<file path="src/rtl/fp_int_pkg.sv">
// Shared definitions for the fp_int_acc sequencer and its datapath.
//   EXP_W, MANT_W, ACC_W : term exponent, term mantissa and accumulator widths
//   seq_state_t          : sequencer control states
package fp_int_pkg;

    localparam int EXP_W  = 5;
    localparam int MANT_W = 14;
    localparam int ACC_W  = 32;

    typedef enum logic [2:0] {
        IDLE,
        ISSUE,
        SETTLE,
        WAIT,
        OUT
    } seq_state_t;

endpackage

</file>
<file path="src/rtl/fp_int_acc_seq.sv">
// Sequencer for the fp_int_acc alignment/accumulate datapath.
// Takes a stream of signed FP x INT product terms grouped into vectors by
// in_last, issues them one at a time to the external datapath, owns the running
// accumulator fed back to it, and presents one result per vector.
//   clk, rst          : clock, asynchronous active-low reset
//   cfg_exp_set       : alignment exponent, sampled on the first term of a vector
//   in_*              : term stream (valid/ready handshake)
//   dp_*  (outputs)   : registered term, vector exponent, accumulator, start strobe
//   dp_done/dp_result : datapath completion and new fixed-point sum
//   out_*             : per-vector result (valid/ready handshake)
module fp_int_acc_seq
    import fp_int_pkg::*;
#(
    parameter int TERM_CNT_W = 8,
    parameter int TIMEOUT    = 15
) (
    input  logic                  clk,
    input  logic                  rst,
    input  logic [EXP_W-1:0]      cfg_exp_set,
    input  logic                  in_valid,
    output logic                  in_ready,
    input  logic                  in_sign,
    input  logic [EXP_W-1:0]      in_exp,
    input  logic [MANT_W-1:0]     in_mant,
    input  logic                  in_last,
    output logic                  dp_start,
    output logic                  dp_sign,
    output logic [EXP_W-1:0]      dp_exp,
    output logic [MANT_W-1:0]     dp_mant,
    output logic [EXP_W-1:0]      dp_exp_set,
    output logic [ACC_W-1:0]      dp_acc,
    input  logic                  dp_done,
    input  logic [ACC_W-1:0]      dp_result,
    output logic                  out_valid,
    input  logic                  out_ready,
    output logic [ACC_W-1:0]      out_acc,
    output logic [EXP_W-1:0]      out_exp,
    output logic [TERM_CNT_W-1:0] out_count,
    output logic                  out_err
);

    // Watchdog counts 0 .. TIMEOUT-1; the last value aborts the vector.
    localparam int                    WD_W    = (TIMEOUT < 2) ? 1 : $clog2(TIMEOUT);
    localparam logic [WD_W-1:0]       WD_LAST = WD_W'(TIMEOUT - 1);
    localparam logic [TERM_CNT_W-1:0] CNT_MAX = '1;

    seq_state_t            state_q, state_d;
    logic                  sign_q, sign_d;
    logic [EXP_W-1:0]      exp_q, exp_d;
    logic [MANT_W-1:0]     mant_q, mant_d;
    logic                  last_q, last_d;
    logic                  first_q, first_d;
    logic [EXP_W-1:0]      exp_set_q, exp_set_d;
    logic [ACC_W-1:0]      acc_q, acc_d;
    logic [TERM_CNT_W-1:0] count_q, count_d;
    logic                  err_q, err_d;
    logic [WD_W-1:0]       wd_q, wd_d;

    // NOTE: every signal written here is given a default first, so no path
    // through the case statement can leave one unassigned and infer a latch.
    always_comb begin
        state_d   = state_q;
        sign_d    = sign_q;
        exp_d     = exp_q;
        mant_d    = mant_q;
        last_d    = last_q;
        first_d   = first_q;
        exp_set_d = exp_set_q;
        acc_d     = acc_q;
        count_d   = count_q;
        err_d     = err_q;
        wd_d      = wd_q;
        in_ready  = 1'b0;
        dp_start  = 1'b0;
        out_valid = 1'b0;

        unique case (state_q)
            IDLE: begin
                in_ready = 1'b1;
                if (in_valid) begin
                    sign_d = in_sign;
                    exp_d  = in_exp;
                    mant_d = in_mant;
                    last_d = in_last;
                    if (first_q) begin
                        exp_set_d = cfg_exp_set;
                        acc_d     = '0;
                        count_d   = '0;
                    end
                    state_d = ISSUE;
                end
            end
            ISSUE: begin
                dp_start = 1'b1;
                state_d  = SETTLE;
            end
            SETTLE: begin
                // dp_done may still show the previous term here; it is ignored.
                wd_d    = '0;
                state_d = WAIT;
            end
            WAIT: begin
                if (dp_done) begin
                    acc_d = dp_result;
                    // Saturate the count and flag the overflow; keep accumulating.
                    if (count_q == CNT_MAX) begin
                        err_d = 1'b1;
                    end else begin
                        count_d = count_q + 1'b1;
                    end
                    if (last_q) begin
                        state_d = OUT;
                    end else begin
                        first_d = 1'b0;
                        state_d = IDLE;
                    end
                end else if (wd_q == WD_LAST) begin
                    // Abort the vector: the accumulator keeps its pre-term value.
                    err_d   = 1'b1;
                    state_d = OUT;
                end else begin
                    wd_d = wd_q + 1'b1;
                end
            end
            OUT: begin
                out_valid = 1'b1;
                if (out_ready) begin
                    first_d = 1'b1;
                    err_d   = 1'b0;
                    state_d = IDLE;
                end
            end
            default: state_d = IDLE;
        endcase
    end

    // NOTE: state registers use non-blocking assignments so every register
    // samples the pre-edge value of every other, independent of statement order.
    always_ff @(posedge clk or negedge rst) begin
        if (!rst) begin
            state_q   <= IDLE;
            sign_q    <= 1'b0;
            exp_q     <= '0;
            mant_q    <= '0;
            last_q    <= 1'b0;
            first_q   <= 1'b1;
            exp_set_q <= '0;
            acc_q     <= '0;
            count_q   <= '0;
            err_q     <= 1'b0;
            wd_q      <= '0;
        end else begin
            state_q   <= state_d;
            sign_q    <= sign_d;
            exp_q     <= exp_d;
            mant_q    <= mant_d;
            last_q    <= last_d;
            first_q   <= first_d;
            exp_set_q <= exp_set_d;
            acc_q     <= acc_d;
            count_q   <= count_d;
            err_q     <= err_d;
            wd_q      <= wd_d;
        end
    end

    assign dp_sign    = sign_q;
    assign dp_exp     = exp_q;
    assign dp_mant    = mant_q;
    assign dp_exp_set = exp_set_q;
    assign dp_acc     = acc_q;
    assign out_acc    = acc_q;
    assign out_exp    = exp_set_q;
    assign out_count  = count_q;
    assign out_err    = err_q;

endmodule

</file>
<file path="config.mk">
export PLATFORM = sky130hd
export DESIGN_NAME = fp_int_acc_seq
export DESIGN_NICKNAME = d
export VERILOG_FILES = /design/src/rtl/fp_int_pkg.sv /design/src/rtl/fp_int_acc_seq.sv
export SDC_FILE = /design/constraint.sdc
export NUM_CORES = 1
export LEC_CHECK = 0
export CAP_MARGIN = 10
export CELL_PAD_IN_SITES_DETAIL_PLACEMENT = 1
export CELL_PAD_IN_SITES_GLOBAL_PLACEMENT = 1
export CORE_MARGIN = 2
export CORE_UTILIZATION = 33
export CTS_BUF_LIST = sky130_fd_sc_hd__clkbuf_4
export CTS_CLUSTER_DIAMETER = 30
export DETAILED_ROUTE_END_ITERATION = 12
export HOLD_SLACK_MARGIN = 0.15
export PLACE_DENSITY = 0.91
export SLEW_MARGIN = 15
export SYNTH_ARGS = -nofsm -noshare
export SYNTH_HDL_FRONTEND = slang
export SYNTH_SLANG_ARGS = --single-unit
</file>
<file path="constraint.sdc">
create_clock -name clk -period 4.63 [get_ports clk]
set_input_delay 0.6945 -clock clk [delete_from_list [all_inputs] [get_ports clk]]
set_output_delay 0.6945 -clock clk [all_outputs]
set_load 0.01 [all_outputs]
</file>
==> impl_metrics.env <==
export IMPL_outcome="finished clean"
export IMPL_worst_pin_slew_ps=1060
export IMPL_synth_edf_count=0
export IMPL_final_cell_mix="167 x clkdlybuf4s50_1, 74 x dfrtp_1, 72 x nand2_1"
export IMPL_cts_tree="done"
export IMPL_placedCellCount=585
export IMPL_holdCritPathClass="in2async"
export IMPL_ys_ff_latch=75
export IMPL_cp_slowest_stage_delay_ps=600
export IMPL_fin_ws_ps=1820
export IMPL_die_area_um2=11600
export IMPL_die_h_um=108
export IMPL_clockBufferDepth=2
export IMPL_hold_viol=0
export IMPL_gr_total_overflow=0
export IMPL_via_count=2891
export IMPL_drtAntennaViolNets=0
export IMPL_drv_cap=0
export IMPL_fin_setup_tns_ps=0
export IMPL_ys_seq_area_share_pct=52.7
export IMPL_io_buffers=168
export IMPL_slew_headroom_pct=29.2
export IMPL_start_util_pct=34.2
export IMPL_period_share_pct=60.7
export IMPL_crit_chain="inv_2, or3_1, inv_2, clkdlybuf4s50_1"
export IMPL_yosysUniqueCellTypes=49
export IMPL_drt_pass1_iterations=5
export IMPL_dpl_hpwl_um=7650
export IMPL_die_w_um=108
export IMPL_area_delta_synth_final_pct=44.4
export IMPL_ctsHoldBuffers=0
export IMPL_worstPathArrival_ps=2120
export IMPL_clkSinkCount=75
export IMPL_final_cells=600
export IMPL_pre_cts_ws_ps=1700
export IMPL_synth_ff_type="dfrtp_1"
export IMPL_antenna_found_initial=0
export IMPL_numCtsBuffers=9
export IMPL_diodes=0
export IMPL_syn_nets=401
export IMPL_clkLatencyLatePin_ps=420
export IMPL_fin_nets=526
export IMPL_cp_max_fo=9
export IMPL_final_common_cell="clkdlybuf4s50_1"
export IMPL_fill_cells=1145
export IMPL_yosysTopAreaCell="dfrtp_1"
export IMPL_htreeDepth=3
export IMPL_via_per_inst=4.82
export IMPL_syn_area_um2=3560
export IMPL_place_gp_congestion=0.765
export IMPL_placement_rows=37
export IMPL_crit_path_start_kind="register"
export IMPL_yosys_warnings=0
export IMPL_wl_per_cell_um=16.8
export IMPL_rsz0062_at_grt="no"
export IMPL_setup_violations=0
export IMPL_design_core_area_um2=10400
export IMPL_layout_drive_gt1_share_pct=6.90
export IMPL_synthArstFlopShare_pct=100
export IMPL_clkTransAtPathRegs_ps=110
export IMPL_post_cts_setup_buffers=0
export IMPL_power_density_nw_per_um2=636
export IMPL_grt_pass1_vias=3148
export IMPL_timing_fmax_ghz=0.356
export IMPL_grt_pass1_wl_um=15900
export IMPL_wl_um=10100
export IMPL_fin_crit_ps=2810
export IMPL_peakVddDrop_v=0.000311
export IMPL_netlist_area_leader_share_pct=52.0
export IMPL_syn_instance_count=335
export IMPL_slew_viol_final=0
export IMPL_grt_usage_pct=17.8
export IMPL_root_buffer="clkbuf_4"
export IMPL_synthTopCellsByArea="dfrtp_1 52%, buf_4 8.6%, nand2_1 7.6%"
export IMPL_end_kind="primary output"
export IMPL_drtIter0Drc=78
export IMPL_final_util_pct=49.4
export IMPL_critical_path_class="reg2out"
export IMPL_grt_max_degree=76
export IMPL_crit_path_top_delay_cell="dfrtp_1"
export IMPL_avgSynthCellArea_um2=10.6
export IMPL_io_pins=169
export IMPL_p_leak_nw=2.29
export IMPL_cts_resized=0
export IMPL_crit_top_cell="inv_2"
export IMPL_cp_required_ps=3940
export IMPL_drc=0
export IMPL_fin_skew_ps=9.40
[flip-flops by register name, summed over array words and instances, names as in the netlist]
signal,flops
dp_sign,1
dp_exp,5
first_q,1
wd_q,4
dp_mant,14
out_count,8
state_q,3
out_err,1
last_q,1
dp_exp_set,5
dp_acc,32
[kinds of logic (layout without fill, tap and decap cells)]
logic type                 count (synthesis)  count (layout)  synth area share [%]
DFF                                       75              75                  52.7
muxes                                     27              27                  9.03
and+or+nand+nor                          134             134                  18.4
buffers and inverters                     62             191                  12.2
AOI/OAI and AO/OA                         34              34                  6.64
adders and majority gates                  3               3                  1.05
[synthesized netlist by cell type (all sizes together), types with 2 or more instances]
cell type  number
nand2          73
nor2            3
nand3          40
buf            54
ha              3
a31o            2
nor3            2
a21oi          11
mux2           26
o21ai           7
nand3b          3
and2            2
and3            2
or3             2
inv             7
a21boi          2
o22ai           2
dfrtp          74
[final cells by class]
cell class              count  area [um2]  area share, %
well taps                 136         170           3.31
flip-flops and latches     75        1880           36.5
multi-input cells         198        1260           24.4
inverters                   7        26.3          0.511
clock inverters             6        57.6           1.12
clock buffers               9        67.6           1.31
repair buffers            169        1690           32.8
[worst max-delay path: cells and delay by family, from the launching register on]
family                 cells  cell delay [ps]
buffers and inverters      3              700
DFF                        1              600
and+or+nand+nor            1              390
[worst paths after layout]
path / start / to / slack [ps] / depth (start not counted)
min in group clk: dp_mant[3] / dp_mant[3] / 500 / 1
min: rst / dp_acc[26] / 420 / 1
max in group asynchronous: rst / dp_acc[16] / 3580 / 1
max reg2reg: state_q[1] / out_count[7] / 2400 / 4
min reg2reg: dp_mant[3] / dp_mant[3] / 500 / 1
max: state_q[2] / out_valid / 1820 / 4
[report_power, final]
part / internal, W / total, W / switching [W] / leakage, nW
Clock: 0.000157 / 0.000385 / 0.000227 / 0.0629
Sequential: 0.000936 / 0.00121 / 0.000272 / 0.972
Combinational: 0.000954 / 0.00168 / 0.000723 / 1.25
[layer usage]
layer  track usage (%)  vias to the layer above  part of all wire, %
met5                 0                        -                    0
met4              5.40                        0                  1.3
met3              4.42                       13                  5.1
met2              33.8                       93                   56
met1              19.2                     1442                   38
li1                  -                     1343                    -
[per-stage QoR]
stage | hold slack, ps | cell area, um2 | power, W
2_1_floorplan | 399 | 3560 | 0.00210
3_3_place_gp | 467 | 5020 | 0.00284
3_5_place_dp | 479 | 5020 | 0.00293
4_1_cts | 435 | 5140 | 0.00333
5_1_grt | 461 | 5140 | 0.00350
6_report | 418 | 5140 | 0.00327
Note: power is estimated with default switching activity, not from simulation.
